`config.mk`:
```
export PLATFORM = sky130hd
export DESIGN_NAME = uart_rx_os16
export DESIGN_NICKNAME = d
export VERILOG_FILES = /design/src/rtl/uart_rx_os16.sv
export SDC_FILE = /design/constraint.sdc
export NUM_CORES = 1
export LEC_CHECK = 0
export CAP_MARGIN = 30
export CORE_MARGIN = 2
export CORE_UTILIZATION = 40
export CTS_CLUSTER_DIAMETER = 150
export DETAILED_ROUTE_END_ITERATION = 6
export DONT_BUFFER_PORTS = 1
export PLACE_DENSITY_LB_ADDON = 0.05
export SLEW_MARGIN = 40
export SYNTH_ARGS = -nofsm -noshare
export SYNTH_HDL_FRONTEND = slang
export SYNTH_SLANG_ARGS = --single-unit
```
`constraint.sdc`:
```
create_clock -name clk -period 1.87 [get_ports clk]
set_input_delay 0.187 -clock clk [delete_from_list [all_inputs] [get_ports clk]]
set_output_delay 0.187 -clock clk [all_outputs]
set_load 0.03 [all_outputs]
```
`src/rtl/uart_rx_os16.sv`:
```
// 8N1-style UART receiver on a 16x oversampling strobe. It takes a three-sample majority vote per bit
// and presents each received word on a one-entry valid/ready buffer.
module uart_rx_os16 #(
  parameter int DATA_BITS   = 8,
  parameter int SYNC_STAGES = 2
) (
  input  logic                 clk,
  input  logic                 rst_n,
  input  logic                 enable_16,
  input  logic                 rx,
  output logic [DATA_BITS-1:0] data,
  output logic                 valid,
  input  logic                 ready,
  output logic                 frame_err,
  output logic                 overrun,
  output logic                 busy
);

  localparam int IDX_W = $clog2(DATA_BITS + 1);

  localparam logic [2:0] S_IDLE  = 3'd0;
  localparam logic [2:0] S_START = 3'd1;
  localparam logic [2:0] S_DATA  = 3'd2;
  localparam logic [2:0] S_STOP  = 3'd3;
  localparam logic [2:0] S_BREAK = 3'd4;

  function automatic logic majority3(input logic a, input logic b, input logic c);
    return (a & b) | (a & c) | (b & c);
  endfunction

  logic [SYNC_STAGES-1:0] sync_p0;
  logic                   rxs;
  logic [2:0]             state;
  logic [3:0]             cnt;
  logic [IDX_W-1:0]       bit_idx;
  logic [DATA_BITS-1:0]   shreg;
  logic                   smp_7;
  logic                   smp_8;
  logic                   bit_val;
  logic                   maj;
  logic                   sampling;

  // synchroniser stage boundary: the line idles high, so the flops reset to 1
  always_ff @(posedge clk or negedge rst_n) begin
    if (!rst_n) sync_p0 <= '1;
    else        sync_p0 <= {sync_p0[SYNC_STAGES-2:0], rx};
  end

  assign rxs      = sync_p0[SYNC_STAGES-1];
  assign maj      = majority3(smp_7, smp_8, rxs);
  assign sampling = (state == S_START) || (state == S_DATA) || (state == S_STOP);
  assign busy     = (state != S_IDLE);

  // frame FSM stage boundary: moves on enable_16 ticks, while the output handshake runs every clk
  always_ff @(posedge clk or negedge rst_n) begin
    if (!rst_n) begin
      state     <= S_IDLE;
      cnt       <= 4'd0;
      bit_idx   <= '0;
      shreg     <= '0;
      smp_7     <= 1'b1;
      smp_8     <= 1'b1;
      bit_val   <= 1'b1;
      data      <= '0;
      valid     <= 1'b0;
      frame_err <= 1'b0;
      overrun   <= 1'b0;
    end else begin
      frame_err <= 1'b0;
      overrun   <= 1'b0;
      if (valid && ready) valid <= 1'b0;

      if (enable_16) begin
        if (sampling) begin
          cnt <= cnt + 4'd1;
          if (cnt == 4'd7) smp_7 <= rxs;
          if (cnt == 4'd8) smp_8 <= rxs;
          if (cnt == 4'd9) bit_val <= maj;
        end

        case (state)
          S_IDLE: begin
            cnt <= 4'd0;
            if (!rxs) state <= S_START;
          end
          S_START: begin
            if (cnt == 4'd9 && maj) begin
              state <= S_IDLE;
              cnt   <= 4'd0;
            end else if (cnt == 4'd15) begin
              state   <= S_DATA;
              bit_idx <= '0;
            end
          end
          S_DATA: begin
            if (cnt == 4'd15) begin
              shreg   <= {bit_val, shreg[DATA_BITS-1:1]};
              bit_idx <= bit_idx + IDX_W'(1);
              if (bit_idx == IDX_W'(DATA_BITS - 1)) state <= S_STOP;
            end
          end
          S_STOP: begin
            // Deciding at mid stop bit leaves half a bit to catch the next start edge
            if (cnt == 4'd9) begin
              cnt <= 4'd0;
              if (maj) begin
                state <= S_IDLE;
                if (!valid || ready) begin
                  data  <= shreg;
                  valid <= 1'b1;
                end else begin
                  overrun <= 1'b1;
                end
              end else begin
                state     <= S_BREAK;
                frame_err <= 1'b1;
              end
            end
          end
          S_BREAK: begin
            if (rxs) state <= S_IDLE;
          end
          default: state <= S_IDLE;
        endcase
      end
    end
  end

endmodule

```
Word level (Yosys, flattened, before mapping)
Cells that the tools add are included.
{"block": "totals", "ff_bits": 35, "elab_cells": 84, "output_inout_bits": 12}
{"block": "classes", "eq_ne": 17, "n_bitwise": 5, "addsub": 2, "mux": 32, "reduce_logical": 16}
{"cell": "3-bit two-way mux", "count": 8}
{"cell": "4-bit two-way mux", "count": 6}
{"cell": "1-bit two-way mux", "count": 15}
{"cell": "3-bit one-hot mux with 5 select lines", "count": 1}
{"cell": "4-bit == test, second input constant", "count": 3}
{"cell": "4-bit one-hot mux with 3 select lines", "count": 1}
{"cell": "3-bit AND reduction", "count": 4}
{"cell": "5-bit AND reduction", "count": 2}
{"cell": "4-bit by 1-bit adder with 4-bit output, second input constant", "count": 2}
{"cell": "4-bit by 3-bit == test with 1-bit output, second input constant", "count": 2}
{"cell": "2-bit by 1-bit inequality test with 1-bit output, second input constant", "count": 4}
{"cell": "4-bit one-hot mux with 2 select lines", "count": 1}
{"cell": "7-bit AND reduction", "count": 1}
{"cell": "3-bit by 2-bit == test with 1-bit output, second input constant", "count": 2}
{"cell": "2-bit inequality test, second input constant", "count": 3}
{"cell": "1-bit bitwise AND", "count": 3}
{"cell": "3-bit by 1-bit == test with 1-bit output, second input constant", "count": 1}
{"cell": "3-bit == test, second input constant", "count": 1}
{"cell": "3-bit logical NOT", "count": 1}
{"cell": "1-bit logical OR", "count": 3}
{"cell": "3-bit by 1-bit inequality test with 1-bit output, second input constant", "count": 1}
{"cell": "3-bit nonzero test", "count": 1}
{"cell": "1-bit logical AND", "count": 2}
{"cell": "1-bit OR", "count": 2}
{"cell": "other kinds (2)", "count": 2}

Depth between registers and ports, before layout
{"block": "logic_depth", "word_depth": 7, "ltp_mapped": 8, "ltp_nobuf": 6}

Least setup slack after synthesis
Ideal clock, no wire load.
{"block": "synth_path", "path_kind": "flip-flop to flip-flop", "from": "reg cnt[0]", "to": "reg shreg[0]", "path_buffers": 1, "slack_ns": 0.190, "arrival_time_ns": 1.555, "setup_time_ns": 0.125, "required_time_ns": 1.745, "path_stages_with_launch": 7, "synth_period_minus_slack_ns": 1.680, "cell_sequence": "dfrtp_1 > ha_1 > nand3_1 > or2_1 > buf_6 > nor2_8 > mux2_4"}
{"block": "synth_via", "elab_chain_cells": 2}
{"item": "start: declaration", "line": "34", "source": "logic [3:0] cnt;"}
{"item": "start signal: assignment", "line": "75", "source": "cnt <= cnt + 4'd1;"}
{"item": "4-bit == test", "line": "96", "source": "if (cnt == 4'd15) begin"}
{"item": "3-bit AND reduction (no source line)"}
{"item": "end signal: assignment", "line": "97", "source": "shreg <= {bit_val, shreg[DATA_BITS-1:1]};"}
{"item": "end: declaration", "line": "36", "source": "logic [DATA_BITS-1:0] shreg;"}
Every way passes these cells.
A chain may end at the register's enable or synchronous reset.

Worst setup path after layout
{"block": "layout_path", "from": "reg state[1]", "to": "out busy"}
{"block": "layout_via", "elab_chain_cells": 1}
{"item": "start: declaration", "line": "33", "source": "logic [2:0] state;"}
{"item": "start signal: assignment", "line": "57", "source": "state <= S_IDLE;"}
{"item": "start signal: assignment", "line": "84", "source": "if (!rxs) state <= S_START;"}
{"item": "start signal: assignment", "line": "88", "source": "state <= S_IDLE;"}
{"item": "3-bit nonzero test", "line": "52", "source": "assign busy = (state != S_IDLE);"}
{"item": "end: declaration", "line": "16", "source": "output logic busy"}
Every way passes these cells.

==> summary.md <==
| Metric | Value |
|---|---|
| Outcome | `finished clean` |
| WHS | `0.1513 ns` |
| Post-synth EDFFs | `0` |
| Minimum clock period | `1.746 ns` |
| CP max FO | `11` |
| Layout cells sized above 1 | `30.38%` |
| Main synth FF type | `dfrtp_1` |
| Final hold violation count | `0` |
| Initial Util | `41.17%` |
| CP endpoint kind | `output port` |
| Average size of a mapped cell | `11.95 um^2` |
| Leakage | `0.9597 nW` |
| ANT cells | `0` |
| Core area | `4324 um^2` |
| Root Driver | `clkbuf_8` |
| TritonCTS Sinks | `35` |
| PwrDens | `1065 nW/um^2` |
| Clock Latency Late Sink | `0.29 ns` |
| Post-route cell area | `1994 um^2` |
| Met2 Track Usage GR | `21.39%` |
| Max Freq | `572.6 MHz` |
| Worst vdd ir | `529.8 uV` |
| Net count reported at finish | `166` |
| Worst min path class | `in2reg` |
| Placed cell areas | `1832 um^2` |
| Slew Viols, Final | `0` |
| Slowest cell on crit path | `or3_2` |
| Grt peak-use layer | `met2` |
| Crit path max-delay family | `simple AND/OR/NAND/NOR gates` |
| # Max-Cap Violations | `0` |
| Critical path class | `reg2out` |
| Post-CTS Setup Bufs | `0` |
| PortBufs | `0` |
| Synth Instances | `149` |
| Vias | `1067` |
| Distinct cell type count after synthesis | `42` |
| Combined area of the multi-input logic cells | `829.5 um^2` |
| RD Place Congestion | `0.7939` |
| Detail Route Antenna Nets | `0` |
| Fin Clk Skew | `0.006350 ns` |
| Starting DRC count in detailed routing | `42` |
| Antenna violations before repair | `0` |
| Cell-by-cell trace of the critical path | `buf_4 -> or3_2` |
| Die height | `70.72 um` |
| DP Cell Count | `199` |
| Bufs and invs on worst path | `1` |
| Die area | `5001 um^2` |
| Die width | `70.72 um` |
| Num ports | `17` |
| Fill cells | `398` |
| Final core utilization | `46.12%` |
| CTS clock-pin slew for the worst setup and hold paths | `0.07 ns` |
| Clk buf depth | `2` |
| DP HPWL | `2137 um` |
| Slew margin rel. | `77.05%` |
| DR vias/cell | `5.081` |
| Htree depth | `2` |
| Worst Max-Slew Pin Slew | `0.3419 ns` |
| Pre-CTS setup slack | `0.1162 ns` |
| Startpoint types | `flip-flop` |
| DR pass1 iterations | `4` |
| GRT Total Usage | `13.42%` |
| Post-synthesis cell area | `1780 um^2` |
| Synth Net Count | `158` |
| Setup_tns | `0 ns` |
| Detailed Route WL | `3003 um` |
| CTS tree | `yes` |
| Met3 Resource Use GR | `3.989%` |
| Warnings, synthesis | `0` |
| Crit path largest cell delay | `0.59 ns` |
| Share of the yosys chip area belonging to registers | `49.54%` |
| WP data required | `1.68 ns` |
| Crit path DAT | `1.56 ns` |
| Congestion Overflow GR | `0` |
| First-pass GRT wire length | `5202 um` |
| M1 GR Usage | `17.12%` |
| FFs w/ async S/R, synth | `100.0%` |
| Final setup violation count | `0` |
| Largest net degree at the start of global routing | `36` |
| DRC | `0` |
| RSZ-0062 raised after global routing | `no` |
| Area grow syn2layout | `12.02%` |
| Wire per inst | `14.30 um` |
| Power Total | `2.124 mW` |
| Vias in the first global route | `1107` |
| Final cycle utilization of the critical path | `93.38%` |
| Finished Layout Cells | `210` |
| CTS buffer count | `5` |
| Setup ws final | `0.1237 ns` |
| Cell row count | `24` |
| Register area | `882.1 um^2` |
| Synth Register Bits | `35` |
-- Yosys cell counts, types with 2 or more instances --
cell type  count  area [um^2]
buf_6          3        33.78
a21oi_1        2        10.01
ha_1           4        50.05
a31oi_1        2        12.51
dfstp_2        5        131.4
o21ai_0       13        65.06
buf_2          2        10.01
nor2b_1        2        12.51
clkbuf_1       2        7.510
dfrtp_1       30        750.7
a22o_1         2        17.52
nand3_1        6        30.03
nor3_1         2        10.01
nand2b_1       2        12.51
nand2_1       10        37.54
mux2_2         3        33.78
xnor2_1        4        35.03
inv_1          4        15.01
nand2b_4       2        27.53
nor2_1        12        45.04
mux2_4        16        240.2
-- worst min-delay path, delay by kind of cell --
family / cells / cell delay [ns]
AOI/OAI and AO/OA: 3 / 0.21
-- cells in the final DEF, fill, tap and decap left out, drive strengths merged, types with 2 or more instances in the layout --
cell type    synthesis  routed
a21oi                2       2
a22o                 2       2
a31oi                2       2
buf                  6       7
clkbuf               2       6
dfrtp               30      30
dfstp                5       5
dlygate4sd3          0       2
ha                   4       4
inv                  4       4
mux2                19      19
nand2               10      10
nand2b               4       4
nand3                6       6
nor2                13      13
nor2b                2       2
nor3                 2       2
o21ai               13      13
or2                  2       2
xnor2                4       4
-- state kept, by name, summed over array words and instances, names as in the netlist --
| register | cells |
|---|---|
| bit_val | 1 |
| data | 8 |
| state | 3 |
| sync_p0 | 2 |
| shreg | 8 |
| cnt | 4 |
| overrun | 1 |
| smp_7 | 1 |
| bit_idx | 4 |
| frame_err | 1 |
| valid | 1 |
| smp_8 | 1 |
-- power by group --
part / switching [mW] / leakage (nW) / internal, mW
Clock: 0.270 / 0.0612 / 0.431
Combinational: 0.256 / 0.439 / 0.210
Sequential: 0.0936 / 0.460 / 0.863
Total: 0.620 / 0.960 / 1.50
-- area by class of cell --
class                           count  share of cell area [%]
Multi-Input combinational cell    102                   41.59
Inverter                            4                  0.7528
Clock buffer                        6                   4.141
Timing Repair Buffer                9                   4.266
Tap cell                           52                   3.262
Clock inverter                      2                   1.757
Sequential cell                    35                   44.23
-- kinds of logic after synthesis --
group	share of synthesized area, %
buffers and inverters	4.146
adder cells (fa/ha/maj)	3.373
multiplexers	15.39
XOR/XNOR	1.967
AO/OA/AOI/OAI	8.644
flip-flops	49.54
AND/OR/NAND/NOR	16.94
-- path summary, 6_finish.rpt --
path                       cells past startpoint                 start                    to  slack [ns]
max                                            2  state[1]$_DFFE_PN0P_                  busy        0.12
min                                            3             enable_16  state[1]$_DFFE_PN0P_        0.15
max reg2reg                                    6    cnt[1]$_DFFE_PN0P_   data[7]$_DFFE_PN0P_        0.13
min reg2reg                                    0  sync_p0[0]$_DFF_PN1_  sync_p0[1]$_DFF_PN1_        0.36
max in group asynchronous                      2                 rst_n     smp_7$_DFFE_PN1P_        1.27
min in group asynchronous                      2                 rst_n   data[1]$_DFFE_PN0P_        0.35
-- timing repair --
item,in CTS,in global routing
endpoints found under the setup margin,0,1
gates resized for setup,0,1
endpoints found under the hold margin,36,0
hold buffers,3,0
-- metal layers --
| layer | wire length [um] | share of wire [%] |
|---|---|---|
| met1 | 1462 | 49 |
| met2 | 1397 | 47 |
| met3 | 95 | 3.2 |
| met4 | 48 | 1.6 |
| met5 | 0 | 0 |
Power figures use the tool's default switching activity.
